File: src/rtl/miner_host_regs.sv
// Register front end for the multi-miner supervisor: header/target config, start/abort sequencing and result capture.
// Optional run timeout (TIMEOUT register, STATUS bit3) is built in when MINER_HOST_TIMEOUT_EN is defined.
module miner_host_regs #(
   parameter int ADDR_W  = 6,
   parameter int CYCLE_W = 32
) (
   input  logic              clk,
   input  logic              reset,
   input  logic              reg_wr_en,
   input  logic              reg_rd_en,
   input  logic [ADDR_W-1:0] reg_addr,
   input  logic [31:0]       reg_wdata,
   output logic [31:0]       reg_rdata,
   output logic              reg_rd_valid,
   output logic              irq,
   output logic              sup_reset,
   output logic              sup_start,
   output logic [31:0]       version,
   output logic [31:0]       timestamp,
   output logic [31:0]       bits,
   output logic [31:0]       target_bits,
   output logic [255:0]      hashPrevBlock,
   output logic [255:0]      hashMerkleRoot,
   input  logic              process_complete,
   input  logic              success,
   input  logic [255:0]      hash_out,
   input  logic [31:0]       nonce_out
);

   typedef enum logic [1:0] {IDLE, LAUNCH, RUN, DONE} state_t;

   state_t             state, state_nxt;
   logic [31:0]        word;
   logic [31:0]        hash_prev [8];
   logic [31:0]        hash_merkle [8];
   logic [31:0]        cap_hash [8];
   logic [31:0]        cap_nonce;
   logic [CYCLE_W-1:0] cycle_cnt, cnt_inc;
   logic               irq_en, done, found, timed_out;
   logic               busy, ctrl_wr, start_req, abort_req, cfg_wr, launch, capture, tmo_hit;
   logic [31:0]        rd_mux;
`ifdef MINER_HOST_TIMEOUT_EN
   logic [31:0]        timeout_lim;
`endif

   assign word      = 32'(reg_addr);
   assign busy      = (state == LAUNCH) || (state == RUN);
   assign ctrl_wr   = reg_wr_en && (word == 0);
   assign abort_req = ctrl_wr && reg_wdata[1];
   assign start_req = ctrl_wr && reg_wdata[0] && !reg_wdata[1];
   // Header and target are frozen while the supervisor is running.
   assign cfg_wr    = reg_wr_en && !busy;
   assign launch    = (state == IDLE) && start_req;
   assign cnt_inc   = (&cycle_cnt) ? cycle_cnt : cycle_cnt + CYCLE_W'(1);
   assign capture   = (state == RUN) && process_complete && !abort_req;

`ifdef MINER_HOST_TIMEOUT_EN
   assign tmo_hit = (state == RUN) && !process_complete && !abort_req &&
                    (timeout_lim != 0) && (32'(cnt_inc) == timeout_lim);
`else
   assign tmo_hit = 1'b0;
`endif

   assign sup_reset = !busy;
   assign sup_start = busy;
   assign irq       = done & irq_en;

   always_ff @(posedge clk) begin
      if (reset) state <= IDLE;
      else       state <= state_nxt;
   end

   // NOTE: every output of a combinational block gets a default first, otherwise a latch is inferred.
   always_comb begin
      state_nxt = state;
      unique case (state)
         IDLE:    if (start_req) state_nxt = LAUNCH;
         LAUNCH:  state_nxt = abort_req ? IDLE : RUN;
         RUN:     if (abort_req)               state_nxt = IDLE;
                  else if (capture || tmo_hit) state_nxt = DONE;
         DONE:    state_nxt = IDLE;
         default: state_nxt = IDLE;
      endcase
   end

   always_comb begin
      for (int i = 0; i < 8; i++) begin
         hashPrevBlock[i*32 +: 32]  = hash_prev[i];
         hashMerkleRoot[i*32 +: 32] = hash_merkle[i];
      end
   end

   // NOTE: sequential state uses non-blocking assignments so every register samples pre-edge values.
   always_ff @(posedge clk) begin
      if (reset) begin
         version     <= '0;
         timestamp   <= '0;
         bits        <= '0;
         target_bits <= '0;
`ifdef MINER_HOST_TIMEOUT_EN
         timeout_lim <= '0;
`endif
         // NOTE: these small arrays are flops, not RAM, so they can and must be cleared by reset.
         for (int i = 0; i < 8; i++) begin
            hash_prev[i]   <= '0;
            hash_merkle[i] <= '0;
            cap_hash[i]    <= '0;
         end
         cap_nonce    <= '0;
         cycle_cnt    <= '0;
         irq_en       <= 1'b0;
         done         <= 1'b0;
         found        <= 1'b0;
         timed_out    <= 1'b0;
         reg_rdata    <= '0;
         reg_rd_valid <= 1'b0;
      end else begin
         if (cfg_wr) begin
            case (word) inside
               4:        target_bits <= reg_wdata;
`ifdef MINER_HOST_TIMEOUT_EN
               5:        timeout_lim <= reg_wdata;
`endif
               7:        version <= reg_wdata;
               [8:15]:   hash_prev[word[2:0]] <= reg_wdata;
               [16:23]:  hash_merkle[word[2:0]] <= reg_wdata;
               24:       timestamp <= reg_wdata;
               25:       bits <= reg_wdata;
               default:  ;
            endcase
         end
         if (ctrl_wr) irq_en <= reg_wdata[2];
         if ((reg_wr_en && (word == 1) && reg_wdata[1]) || launch) begin
            done      <= 1'b0;
            found     <= 1'b0;
            timed_out <= 1'b0;
         end
         if (launch)             cycle_cnt <= '0;
         else if (state == RUN)  cycle_cnt <= cnt_inc;
         if (capture) begin
            for (int i = 0; i < 8; i++) cap_hash[i] <= hash_out[i*32 +: 32];
            cap_nonce <= nonce_out;
            found     <= success;
            done      <= 1'b1;
         end
         if (tmo_hit) begin
            done      <= 1'b1;
            timed_out <= 1'b1;
            found     <= 1'b0;
         end
         reg_rd_valid <= reg_rd_en;
         if (reg_rd_en) reg_rdata <= rd_mux;
      end
   end

   always_comb begin
      rd_mux = '0;
      case (word) inside
         0:        rd_mux = {29'd0, irq_en, 2'b00};
         1:        rd_mux = {28'd0, timed_out, found, done, busy};
         4:        rd_mux = target_bits;
`ifdef MINER_HOST_TIMEOUT_EN
         5:        rd_mux = timeout_lim;
`endif
         7:        rd_mux = version;
         [8:15]:   rd_mux = hash_prev[word[2:0]];
         [16:23]:  rd_mux = hash_merkle[word[2:0]];
         24:       rd_mux = timestamp;
         25:       rd_mux = bits;
         [32:39]:  rd_mux = cap_hash[word[2:0]];
         40:       rd_mux = cap_nonce;
         41:       rd_mux = 32'(cycle_cnt);
         default:  rd_mux = '0;
      endcase
   end

endmodule

File: config.mk
export PLATFORM = sky130hd
export DESIGN_NAME = miner_host_regs
export DESIGN_NICKNAME = d
export VERILOG_FILES = /design/src/rtl/miner_host_regs.sv
export SDC_FILE = /design/constraint.sdc
export NUM_CORES = 2
export LEC_CHECK = 0
export BUFFER_PORTS_ARGS = -buffer_cell sky130_fd_sc_hd__buf_4
export CAP_MARGIN = 20
export CORE_AREA = 5 5 387 389
export DETAILED_ROUTE_END_ITERATION = 12
export DIE_AREA = 0 0 392 394
export PLACE_DENSITY = 0.6
export SYNTH_ARGS = -nofsm -noshare
export SYNTH_HDL_FRONTEND = slang
export SYNTH_SLANG_ARGS = --single-unit
File: constraint.sdc
create_clock -name clk -period 13.7 [get_ports clk]
set_input_delay 0.685 -clock clk [delete_from_list [all_inputs] [get_ports clk]]
set_output_delay 0.685 -clock clk [all_outputs]
set_load 0.1 [all_outputs]
==> impl_metrics.ini <==
[cells_and_area]
area_growth_pct = 28.9
drive_above_1_share_pct = 34.4
nets = 4764
post-route-util_pct = 40.3

[logic_synthesis]
synthArstFlopShare_pct = 0
syn_nets = 3920
synth_cell_types = 81
ys.warnings.count = 0
synth_cells = 3584
synth_edf_count = 768
syn_area_per_cell_um2 = 12.8
synth_seq_cells = 998
ys_seq_area_share_pct = 60.5
synth_area_um2 = 45800
ys.flop_type = edfxtp_1

[sta]
final-setup-viol-count = 0
fin_ws_ps = 9620
max_slew_margin_pct = 14.5
clock_skew_ps = 63.0
maxSlewViolCount = 0
hold_viol_final = 0
fin_tns_setup_ps = 0
fin_crit_sh_pct = 29.8
tightest_slew_ps = 1280
post-route-min-period_ps = 4080
rsz0062_at_grt = no
max_freq_ghz = 0.245

[worst_setup_path]
slowest_delay_ps = 970
cp.arrival_ps = 4710
crit_path_max_fanout = 64
crit_slowest_cell = a211oi_1
startpoint_type = primary input
end_kind = flop
critical_path.cell_chain = buf_8, buf_4, buf_4, mux4_2, mux2i_1, a211oi_1, o31ai_1, a221oi_1
critPathRequiredTime_ps = 14330
crit_top_cell = buf_4
path_class = in -> reg

[pwr]
p_total_mw = 7.74
powerDensity_nw_per_um2 = 131
clkPwrFrac_pct = 41.4
max-vdd-ir-drop_uv = 92.4
intPower_mw = 5.48
leakage_nw = 23.6
p_comb_share_pct = 14.4
seqPwrFrac_pct = 44.2
netSwitchingFraction_pct = 29.2
switchingPower_mw = 2.26

[clock_network]
cts_hold_buf = 0
ctsResizeCount = 0
cts_setup_buffers = 0
tritoncts = done
cts.path.max_buffers = 3
path_clk_slew_ps = 70
cts_buffers = 111
root_buffer = clkbuf_16
clock-sinks = 998
h-tree-depth = 3
insertion_delay_ps = 760

[floorplan]
io_pins = 1008
start_util_pct = 31.2
die_w_um = 392
core_area_um2 = 146000
row_count = 141
die_area_um2 = 154000
dieHeight_um = 394

[routing]
drc = 0
firstDrtPassIters = 6
wl_um = 227000
avgRoutedWirePerCell_um = 35.2
via_per_inst = 5.51
drt_iter0_drc = 3965
ant_nets = 0
vias = 35584

[hold_path]
hold_path.class = in -> reg

[global_routing]
grt_overflow = 0
antenna_found_initial = 22
grt_use_total_pct = 28.3
grt_pass1_vias = 34278
grt_pass1_wl_um = 300000
grt_max_degree = 184

[placed_design]
post-dp-hpwl_um = 171000
pre_cts_ws_ps = 9040
io_buffers = 1007
gp_congestion = 0.930

[job]
cap_violations = 0

[run_status]
status = complete, no violations
-- metal layers --
metal / GRT usage, % / part of all wire, % / up-vias
li1: - / - / 14970
met1: 33.3 / 36 / 18205
met2: 48.1 / 49 / 2000
met3: 6.14 / 8.4 / 399
met4: 15.7 / 6.5 / 10
met5: 0 / 0.032 / -
-- per-stage QoR --
| stage | area, µm² | hold slack, ps | instances |
|---|---|---|---|
| detailed placement | 55100 | 447 | 6244 |
| global route | 59000 | 149 | 6454 |
| global placement | 54800 | 441 | 6231 |
| finish | 59000 | 170 | 6459 |
| floorplan | 45800 | 432 | 3584 |
| CTS | 58900 | 87.4 | 6451 |
-- kinds of logic after synthesis --
kind of cell	after synthesis	share of synthesized area, %
flip-flops	998	60.5
multiplexers	262	10.5
adder cells (fa/ha/maj)	4	0.109
AO/OA/AOI/OAI	569	7.98
AND/OR/NAND/NOR	1390	17.2
buffers and inverters	361	3.78
-- power groups by stage --
stage | Clock, mW | Sequential [mW] | Combinational (mW)
finish | 3.20 | 3.42 | 1.12
global route | 3.36 | 3.42 | 1.14
CTS | 3.24 | 3.42 | 1.12
detailed placement | 0 | 3.48 | 1.12
global placement | 0 | 3.48 | 1.12
floorplan | 0 | 3.91 | 0.274
-- cell usage in the layout, fill, tap and decap left out, types with 20 or more instances in the layout --
cell type,n
buf_4,1066
edfxtp_1,768
and2_1,522
nand2_1,399
dfxtp_1,230
a21oi_1,213
and3_1,210
mux4_2,169
clkbuf_16,112
o21ai_0,90
nor2b_1,70
a221oi_1,57
mux2_2,52
mux2i_1,41
nand3_1,36
o22ai_1,25
a22oi_1,24
a211oi_1,24
clkinv_2,20
-- sequential cells by signal, indices dropped and copies added (netlist names) --
register	count
done	1
hash_prev	256
cycle_cnt	32
target_bits	32
state	2
irq_en	1
found	1
reg_rdata	32
version	32
timestamp	32
cap_nonce	32
bits	32
reg_rd_valid	1
cap_hash	256
hash_merkle	256
-- final timing paths --
kind	from	to	slack (ps)	depth (start not counted)
worst max-delay path	reg_addr[1]	reg_rdata[8]	9620	8
worst min-delay path	nonce_out[19]	cap_nonce[19]	170	3
worst max register to register	state[0]	hash_merkle[5][17]	9840	7
worst min register to register	cap_nonce[0]	cap_nonce[0]	460	2
-- synthesized netlist by cell type (all sizes together), types with 22 or more instances --
cell      n  area, µm²
a211oi   28        210
a21oi   214       1070
a221oi   58        514
a22oi    24        180
and2    522       3270
and3    211       1320
buf     129        855
clkbuf  222        837
dfxtp   230       4600
edfxtp  768      23100
mux2     52        586
mux2i    41        410
mux4    169       3810
nand2   402       1510
nand3    36        180
nor2     28        208
nor2b    70        438
nor3     22        146
o21ai   102        510
o22ai    25        156
-- critical path, delay by kind of cell --
| kind | cells | cell delay (ps) |
|---|---|---|
| AO/OA/AOI/OAI | 3 | 1470 |
| multiplexers | 2 | 430 |
| buffers and inverters | 3 | 1870 |
-- cell type report --
cell class | instances | area (µm²)
Antenna cell | 7 | 17.5
Clock buffer | 137 | 2990
Clock inverter | 70 | 877
Fill cell | 13894 | 87400
Inverter | 10 | 43.8
Multi-Input combinational cell | 2225 | 16600
Sequential cell | 998 | 27700
Tap cell | 1930 | 2410
Timing Repair Buffer | 1082 | 8330
(Power assumes the default switching activity.)
